## src/rtl/fifo_drain_ram_pkg.sv

```systemverilog
// Shared types for the FIFO-to-RAM drain engine.
package fifo_drain_ram_pkg;

   typedef enum logic [3:0] {
      IDLE,
      POLL_REQ,
      POLL_HOLD,
      POLL_WAIT,
      CHECK_CNT,
      DEQ_REQ,
      DEQ_HOLD,
      DEQ_WAIT,
      WRITE,
      DONE
   } state_t;

endpackage

```

## src/rtl/fifo_drain_ram_dual_port_ram.sv

```systemverilog
// Synchronous dual-port RAM; port 0 read/write, port 1 write-only with priority on collision.
module dual_port_ram #(
   parameter int DWIDTH = 32,
   parameter int AWIDTH = 4,
   parameter int WORDS  = 10
) (
   input  logic              clock,
   input  logic              ce_0,
   input  logic [AWIDTH-1:0] addr_0,
   input  logic [DWIDTH-1:0] datain_0,
   input  logic              r_w_0,
   output logic [DWIDTH-1:0] dataout_0,
   input  logic              ce_1,
   input  logic [AWIDTH-1:0] addr_1,
   input  logic [DWIDTH-1:0] datain_1,
   input  logic              r_w_1
);

   logic [DWIDTH-1:0] mem [WORDS];

   // Port 1 is written last so it wins a same-address collision; port 0 reads old data.
   always_ff @(posedge clock) begin
      if (ce_0) begin
         dataout_0 <= mem[addr_0];
         if (r_w_0 && (32'(addr_0) < WORDS))
            mem[addr_0] <= datain_0;
      end
      if (ce_1 && r_w_1 && (32'(addr_1) < WORDS))
         mem[addr_1] <= datain_1;
   end

endmodule

```

## src/rtl/fifo_drain_ram.sv

```systemverilog
// Drain engine: optionally polls check_finished, then dequeues N words into RAM at a wrapping address.
module fifo_drain_ram
   import fifo_drain_ram_pkg::*;
#(
   parameter int DWIDTH = 32,
   parameter int AWIDTH = 4,
   parameter int WORDS  = 10
) (
   input  logic              clock,
   input  logic              reset,
   input  logic              ce,
   input  logic              i_run_req,
   input  logic [AWIDTH:0]   i_run_count,
   input  logic [AWIDTH-1:0] i_run_base,
   input  logic              i_run_wait_finished,
   output logic              o_run_busy,
   output logic [AWIDTH:0]   o_run_done_count,
   output logic              o_fifo_check_finished_req,
   input  logic              i_fifo_check_finished_busy,
   input  logic              i_fifo_check_finished_return,
   output logic              o_fifo_deque_req,
   input  logic              i_fifo_deque_busy,
   input  logic [DWIDTH-1:0] i_fifo_deque_return,
   input  logic [AWIDTH-1:0] i_ram_addr_0,
   input  logic [DWIDTH-1:0] i_ram_datain_0,
   input  logic              i_ram_r_w_0,
   output logic [DWIDTH-1:0] o_ram_dataout_0
);

   // One extra address bit keeps WORDS representable when WORDS == 2**AWIDTH.
   localparam logic [AWIDTH:0] WORDS_W = (AWIDTH+1)'(WORDS);
   localparam logic [AWIDTH:0] LAST    = (AWIDTH+1)'(WORDS - 1);

   state_t            state;
   logic [AWIDTH:0]   count_q;
   logic [AWIDTH:0]   addr_ptr;
   logic [DWIDTH-1:0] wr_data;
   logic              wr_en;

   always_ff @(posedge clock) begin
      if (reset) begin
         state                     <= IDLE;
         o_run_busy                <= 1'b0;
         o_run_done_count          <= '0;
         o_fifo_check_finished_req <= 1'b0;
         o_fifo_deque_req          <= 1'b0;
         wr_en                     <= 1'b0;
      end else if (ce) begin
         // Requests are one-cycle pulses raised on entry to a *_REQ state.
         o_fifo_check_finished_req <= 1'b0;
         o_fifo_deque_req          <= 1'b0;
         wr_en                     <= 1'b0;
         case (state)
            IDLE: if (i_run_req) begin
               count_q          <= (i_run_count > WORDS_W) ? WORDS_W : i_run_count;
               addr_ptr         <= ({1'b0, i_run_base} >= WORDS_W) ? '0 : {1'b0, i_run_base};
               o_run_done_count <= '0;
               o_run_busy       <= 1'b1;
               if (i_run_wait_finished) begin
                  state                     <= POLL_REQ;
                  o_fifo_check_finished_req <= 1'b1;
               end else begin
                  state <= CHECK_CNT;
               end
            end
            POLL_REQ:  state <= POLL_HOLD;
            POLL_HOLD: state <= POLL_WAIT;
            POLL_WAIT: if (!i_fifo_check_finished_busy) begin
               if (i_fifo_check_finished_return) begin
                  state <= CHECK_CNT;
               end else begin
                  state                     <= POLL_REQ;
                  o_fifo_check_finished_req <= 1'b1;
               end
            end
            CHECK_CNT: if (o_run_done_count == count_q) begin
               state <= DONE;
            end else begin
               state            <= DEQ_REQ;
               o_fifo_deque_req <= 1'b1;
            end
            DEQ_REQ:  state <= DEQ_HOLD;
            DEQ_HOLD: state <= DEQ_WAIT;
            DEQ_WAIT: if (!i_fifo_deque_busy) begin
               wr_data <= i_fifo_deque_return;
               wr_en   <= 1'b1;
               state   <= WRITE;
            end
            WRITE: begin
               o_run_done_count <= o_run_done_count + 1'b1;
               addr_ptr         <= (addr_ptr == LAST) ? '0 : addr_ptr + 1'b1;
               state            <= CHECK_CNT;
            end
            DONE: begin
               o_run_busy <= 1'b0;
               state      <= IDLE;
            end
            default: state <= IDLE;
         endcase
      end
   end

   dual_port_ram #(
      .DWIDTH (DWIDTH),
      .AWIDTH (AWIDTH),
      .WORDS  (WORDS)
   ) u_ram (
      .clock     (clock),
      .ce_0      (ce),
      .addr_0    (i_ram_addr_0),
      .datain_0  (i_ram_datain_0),
      .r_w_0     (i_ram_r_w_0),
      .dataout_0 (o_ram_dataout_0),
      .ce_1      (ce),
      .addr_1    (addr_ptr[AWIDTH-1:0]),
      .datain_1  (wr_data),
      .r_w_1     (wr_en)
   );

endmodule

```

## config.mk

```make
export PLATFORM = sky130hd
export DESIGN_NAME = fifo_drain_ram
export DESIGN_NICKNAME = d
export VERILOG_FILES = /design/src/rtl/fifo_drain_ram_pkg.sv /design/src/rtl/fifo_drain_ram_dual_port_ram.sv /design/src/rtl/fifo_drain_ram.sv
export SDC_FILE = /design/constraint.sdc
export NUM_CORES = 1
export LEC_CHECK = 0
export CORE_AREA = 2 2 212 214
export DETAILED_ROUTE_END_ITERATION = 8
export DIE_AREA = 0 0 214 216
export GPL_ROUTABILITY_DRIVEN = 0
export GPL_TIMING_DRIVEN = 0
export PLACE_DENSITY = 0.65
export RECOVER_POWER = 25
export SETUP_SLACK_MARGIN = 0.05
export SLEW_MARGIN = 20
export SYNTH_ARGS = -nofsm -noshare
export SYNTH_HDL_FRONTEND = slang
export SYNTH_SLANG_ARGS = --single-unit
```

## constraint.sdc

```tcl
create_clock -name clock -period 4.02 [get_ports clock]
set_input_delay 0.603 -clock clock [delete_from_list [all_inputs] [get_ports clock]]
set_output_delay 0.603 -clock clock [all_outputs]
set_load 0.005 [all_outputs]
```

==> results.md, run 1 <==
* Sink Count at 407
* Period utilisation layout at 0.776
* Max-slew headroom at 0.256
* Clock Skews at 0.0165 ns
* Share of cells above drive strength 1 at 0.368
* Yosys reg bits at 407
* Routed WL per cell at 25.8 um
* Reg2Reg Depth at 5
* Met3 Use GR at 0.0348
* Top FF cell, synth: edfxtp_1
* Netlist cell types at 50
* CTS tree: done
* Period minus WS final at 3.12 ns
* IO Pins at 126
* Synthesized Nets at 1294
* Power per Cell Area at 403 mW/mm2
* Antenna violations before repair at 3
* Crit. End Element: flip-flop
* Place WS at 0.493 ns
* P&R area growth vs syn at 18.7%
* Largest net degree at the start of global routing at 40
* Worst path bufs/invs at 5
* Hold Path Class: reg -> reg
* Lkg Pwr at 7.64 nW
* Post-route ant nets at 0
* Post-cts sizing count at 0
* Required @ worst endpoint at 4.29 ns
* Async set-reset flop share out of synthesis at 0
* GR Layer Usage met1 at 0.296
* Post-Syn Area per Cell at 16.3 um2
* Final Net Count at 1456
* Die area at 0.0462 mm2
* Number of global-route vias before repair at 11719
* Initial drt markers at 808
* Measured slew at the worst slew-check pin at 1.12 ns
* Most numerous cell in the Yosys netlist: edfxtp_1
* Final hold vios at 0
* Crit-path max cell delay at 0.48 ns
* First-pass GRT wire length at 76100 um
* Final slew viol count at 0
* Die H at 216 um
* Vias per cell at 5.65
* Outcome: completed
* Final hold slack at 0.493 ns
* RSZ-0062 raised after global routing: false
* Post-Syn Instances at 1203
* Commonest cells post-synth: edfxtp_1, mux2_2, buf_1, mux4_2
* CTS H-Tree Depth at 2
* Busiest layer in global routing: met2
* Max FO, Critical Path at 39
* Final Util at 0.531
* Number of synthesized flops with an enable pin at 394
* Post-CTS setup buffers at 0
* Core area at 0.0438 mm2
* Drt drc at 0
* Final instance area at 0.0233 mm2
* Top delay family on crit path: buffers and inverters
* Largest cells by area after synthesis: edfxtp_1, mux2_2, mux4_2
* DP Area at 0.0219 mm2
* Row cnt at 77
* Levels on crit path at 9
* Yosys Warn Count at 0
* Mapped cell area at 0.0196 mm2
* Worst path cell trace: buf_4 -> nand2_1 -> nor4b_1 -> and2_0 -> clkbuf_1 -> buf_4 -> o21bai_4 -> buf_16 -> buf_16
* Clk buf depth at 3
* Die X at 214 um
* Initial core utilization at 0.447
* Post-synthesis sequential area ratio at 0.617
* Worst EP arrival at 3.39 ns
* Setup CP Type: in -> reg
* GRT Total Usage at 0.224
* Pwr Total at 0.00937 W
* Clk_lat worst skew at 0.57 ns
* Worst path slowest cell: buf_4
* Post-synth top area share at 0.604
* Setup WS post-layout at 0.901 ns
* Hold Crit Depth at 2
* Peak VDD IR at 0.282 mV
* Area leader, netlist: edfxtp_1
* Total number of vias at 11289
* 1st-pass router iterations at 5
* Post-Route WL at 51500 um
* Max_cap viols at 0
* CTS buffer count at 46
* Startpoint Class: input pin
* DP HPWL at 32900 um
* Clk slew on worst S/H paths at 0.06 ns
* Met2 Track Usage GR at 0.373
* Number of port buffers at 90
* Fmax at 321 MHz
* Grt ovf at 0
* Clk root buf: clkbuf_16
* Post-CTS Hold Buffers at 0
* Setup violations, final at 0
==> placed cells by master (no fill, tap or decap), types with 5 or more instances in the layout <==
cell             Yosys  routed
clkbuf_16            0      49
inv_1                7       7
clkbuf_1            22      46
clkinv_1             0      17
dfxtp_1             13      13
o21ai_0             14       6
nand2b_1             7       7
nor4_1               6       6
a21oi_1             38      38
dlygate4sd3_1        0      74
xor2_1               8       8
buf_4                7       8
mux2i_1             34      34
clkinv_2             0       5
a211oi_1            34      34
o21ai_4              0       8
mux4_2              64      64
edfxtp_1           394     394
nor2b_1             32      32
buf_1               66      66
nor3_1              10      11
ha_1                 5       5
nand2_1             16      21
buf_16               0      19
nand3_1              5       5
buf_2               38      30
clkdlybuf4s50_1      0      15
nor2_1              13      13
mux2_2             320     320
==> kinds of logic after synthesis <==
family          count (synthesis)  synth area share
flops                         407             0.617
other cells                     1          0.000191
buf+inv                       143            0.0323
fa+ha+maj                       5           0.00319
compound gates                103            0.0335
simple gates                  114            0.0338
mux                           418             0.275
xor+xnor                       12           0.00536
==> registers in the layout, summed over array words and instances, names as in the netlist <==
name / cells
u_ram.mem: 320
u_ram.dataout_0: 32
wr_data: 32
addr_ptr: 5
count_q: 5
o_run_done_count: 5
state: 4
o_fifo_check_finished_req: 1
o_fifo_deque_req: 1
o_run_busy: 1
wr_en: 1
==> report_power, final <==
part / switching (W) / internal [W]
registers: 0.0000177 / 0.00471
clock network: 0.00170 / 0.00228
logic: 0.000336 / 0.000330
==> stage by stage <==
stage	std cells	setup TNS (ns)
after floorplan	1203	-10.09
after global placement	1885	-1416.22
after detailed placement	1909	0
after CTS	1995	0
after global routing	1996	0
final	1997	0
==> final cells by class <==
cell class | count | area (um2)
clock buffers | 61 | 1270
flip-flops and latches | 407 | 12100
diodes | 2 | 5.00
inverters | 7 | 26.3
repair buffers | 114 | 1450
well taps | 592 | 741
fillers | 3587 | 20600
clock inverters | 25 | 134
multi-input cells | 653 | 6950
plain buffers | 136 | 597
==> layer usage <==
metal  vias to the layer above  wire [um]  part of all wire
li1                       5043          -                 -
met1                      5802      21500              0.42
met2                       358      25400              0.49
met3                        84       2950             0.057
met4                         2       1680             0.033
met5                         -         16           0.00031
==> tightest hold or removal path, cell delays in order (launching register included) <==
cell and delay [ns]:
dfxtp_1 0.31, nand2b_1 0.06, o22ai_1 0.07
==> final timing paths <==
path	startpoint	slack, ns	end
hold / removal	o_fifo_deque_req	0.49	o_fifo_deque_req
setup / recovery	ce	0.90	u_ram.mem[8][13]
setup reg to reg	state[2]	0.91	wr_data[18]
hold reg to reg	o_fifo_deque_req	0.49	o_fifo_deque_req
(Power assumes the default switching activity.)
==> run 2: changes to the inputs <==
Settings changed: PLACE_DENSITY 0.65 to default.
Clock period 4.02 ns to 3.1 ns, I/O delays scaled along.
==> results.md, run 2 (same netlist as run 1, synthesis figures left out) <==
* First-pass GRT wire length at 76400 um
* Initial drt markers at 988
* DP Area at 0.0219 mm2
* RSZ-0062 raised after global routing: false
* Die X at 214 um
* Max FO, Critical Path at 39
* Clk buf depth at 3
* Post-cts sizing count at 0
* Core area at 0.0438 mm2
* Peak VDD IR at 0.439 mV
* Setup WS post-layout at 0.338 ns
* Footprint of the multi-input gates at 0.00699 mm2
* Clk network pwr share at 0.423
* Sum Neg Setup Slack at 0 ns
* Final Net Count at 1456
* Post-route ant nets at 0
* Pint at 0.00953 W
* Net Sw Frac at 0.214
* Worst EP arrival at 3.03 ns
* Setup CP Type: in -> reg
* CTS tree: done
* IO Pins at 126
* Die H at 216 um
* Commonest cells after routing, fill and taps aside: edfxtp_1, mux2_2, dlygate4sd3_1
* Power per Cell Area at 521 mW/mm2
* Sink Count at 407
* Hold Crit Depth at 1
* Place WS at -0.251 ns
* DP HPWL at 33600 um
* Period minus WS final at 2.76 ns
* GRT Total Usage at 0.226
* Sw power at 0.00260 W
* Sequential share of power at 0.506
* Outcome: completed
* Max reg flops at 320
* Routed WL per cell at 26.0 um
* Number of global-route vias before repair at 11771
* Post-CTS Hold Buffers at 0
* P&R area growth vs syn at 18.7%
* Final hold slack at 0.455 ns
* Period utilisation layout at 0.891
* Antenna violations before repair at 3
* Vias per cell at 5.67
* Final hold vios at 0
* Crit. End Element: flip-flop
* 1st-pass router iterations at 5
* Fmax at 362 MHz
* Startpoint Class: input pin
* Final instance area at 0.0233 mm2
* Reg2Reg Depth at 7
* Grt ovf at 0
* Max-slew headroom at 0.264
* Largest net degree at the start of global routing at 40
* Setup violations, final at 0
* CTS buffer count at 47
* Biggest register: u_ram.mem
* Share of cells above drive strength 1 at 0.372
* Top flop regs: u_ram.mem (320), u_ram.dataout_0 (32), wr_data (32)
* Final slew viol count at 0
* Post-Route WL at 51900 um
* Fillers at 3651
* Lkg Pwr at 7.66 nW
* Row cnt at 77
* Clk_lat worst skew at 0.57 ns
* Initial core utilization at 0.447
* Clock Skews at 0.0164 ns
* Post-CTS setup buffers at 0
* Total number of vias at 11297
* Register area at 0.0121 mm2
* Number of port buffers at 90
* Commonest non-fill, non-tap cell in the layout: edfxtp_1
* Clk root buf: clkbuf_16
* Measured slew at the worst slew-check pin at 1.10 ns
* Max_cap viols at 0
* Hold Path Class: in -> reg
* Drt drc at 0
* Required @ worst endpoint at 3.37 ns
* Clk slew on worst S/H paths at 0.05 ns
* Die area at 0.0462 mm2
* CTS H-Tree Depth at 2
* Comb pwr share at 0.071
## run 2: cell types whose count changed in the layout (fill, tap and decap cells not counted), moves of 2 or more
cell	previous run	this run
clkbuf_1	46	49
buf_8	1	4
clkinv_1	17	9
clkinvlp_4	2	0
buf_6	3	5
buf_16	19	16
## run 2: final timing paths
path / start / end / slack [ns]
worst max register to register: addr_ptr[2] / u_ram.mem[9][7] / 0.47
worst min register to register: o_fifo_check_finished_req / o_fifo_check_finished_req / 0.47
worst min-delay path: ce / u_ram.dataout_0[28] / 0.45
worst max-delay path: ce / u_ram.mem[9][7] / 0.34
## run 2: final cells by class
cell class / instances / share of cell area
Antenna cell: 1 / 0.000108
Buffer: 136 / 0.0256
Clock buffer: 68 / 0.0562
Clock inverter: 15 / 0.00382
Inverter: 7 / 0.00113
Multi-Input combinational cell: 653 / 0.300
Sequential cell: 407 / 0.520
Tap cell: 592 / 0.0318
Timing Repair Buffer: 113 / 0.0614
## run 2: critical path: stages
cell and delay [ns]:
buf_4 0.50, nand2_1 0.25, nor4b_2 0.28, and2_0 0.15, buf_2 0.26, buf_4 0.31, o21bai_4 0.36, buf_16 0.23
buf_16 0.17
## run 2: metrics by stage
| stage | cells | power (W) | util |
|---|---|---|---|
| final | 1992 | 0.0121 | 0.531 |
| after global routing | 1992 | 0.0125 | 0.531 |
| after CTS | 1991 | 0.0123 | 0.531 |
| after detailed placement | 1908 | 0.00714 | 0.500 |
| after global placement | 1885 | 0.00711 | 0.485 |
| after floorplan | 1203 | 0.00679 | - |
## run 2: power groups by stage
stage                     Clock (W)  Sequential (W)  Combinational [W]
after CTS                   0.00524         0.00614           0.000893
final                       0.00513         0.00613           0.000866
after detailed placement          0         0.00625           0.000889
after floorplan                   0         0.00625           0.000534
after global placement            0         0.00626           0.000855
after global routing        0.00543         0.00614           0.000940
## run 2: layer usage
| layer | part of all wire | global-route usage |
|---|---|---|
| met5 | 0.00058 | 0 |
| met4 | 0.027 | 0.0699 |
| met3 | 0.051 | 0.0405 |
| met2 | 0.49 | 0.376 |
| met1 | 0.43 | 0.302 |
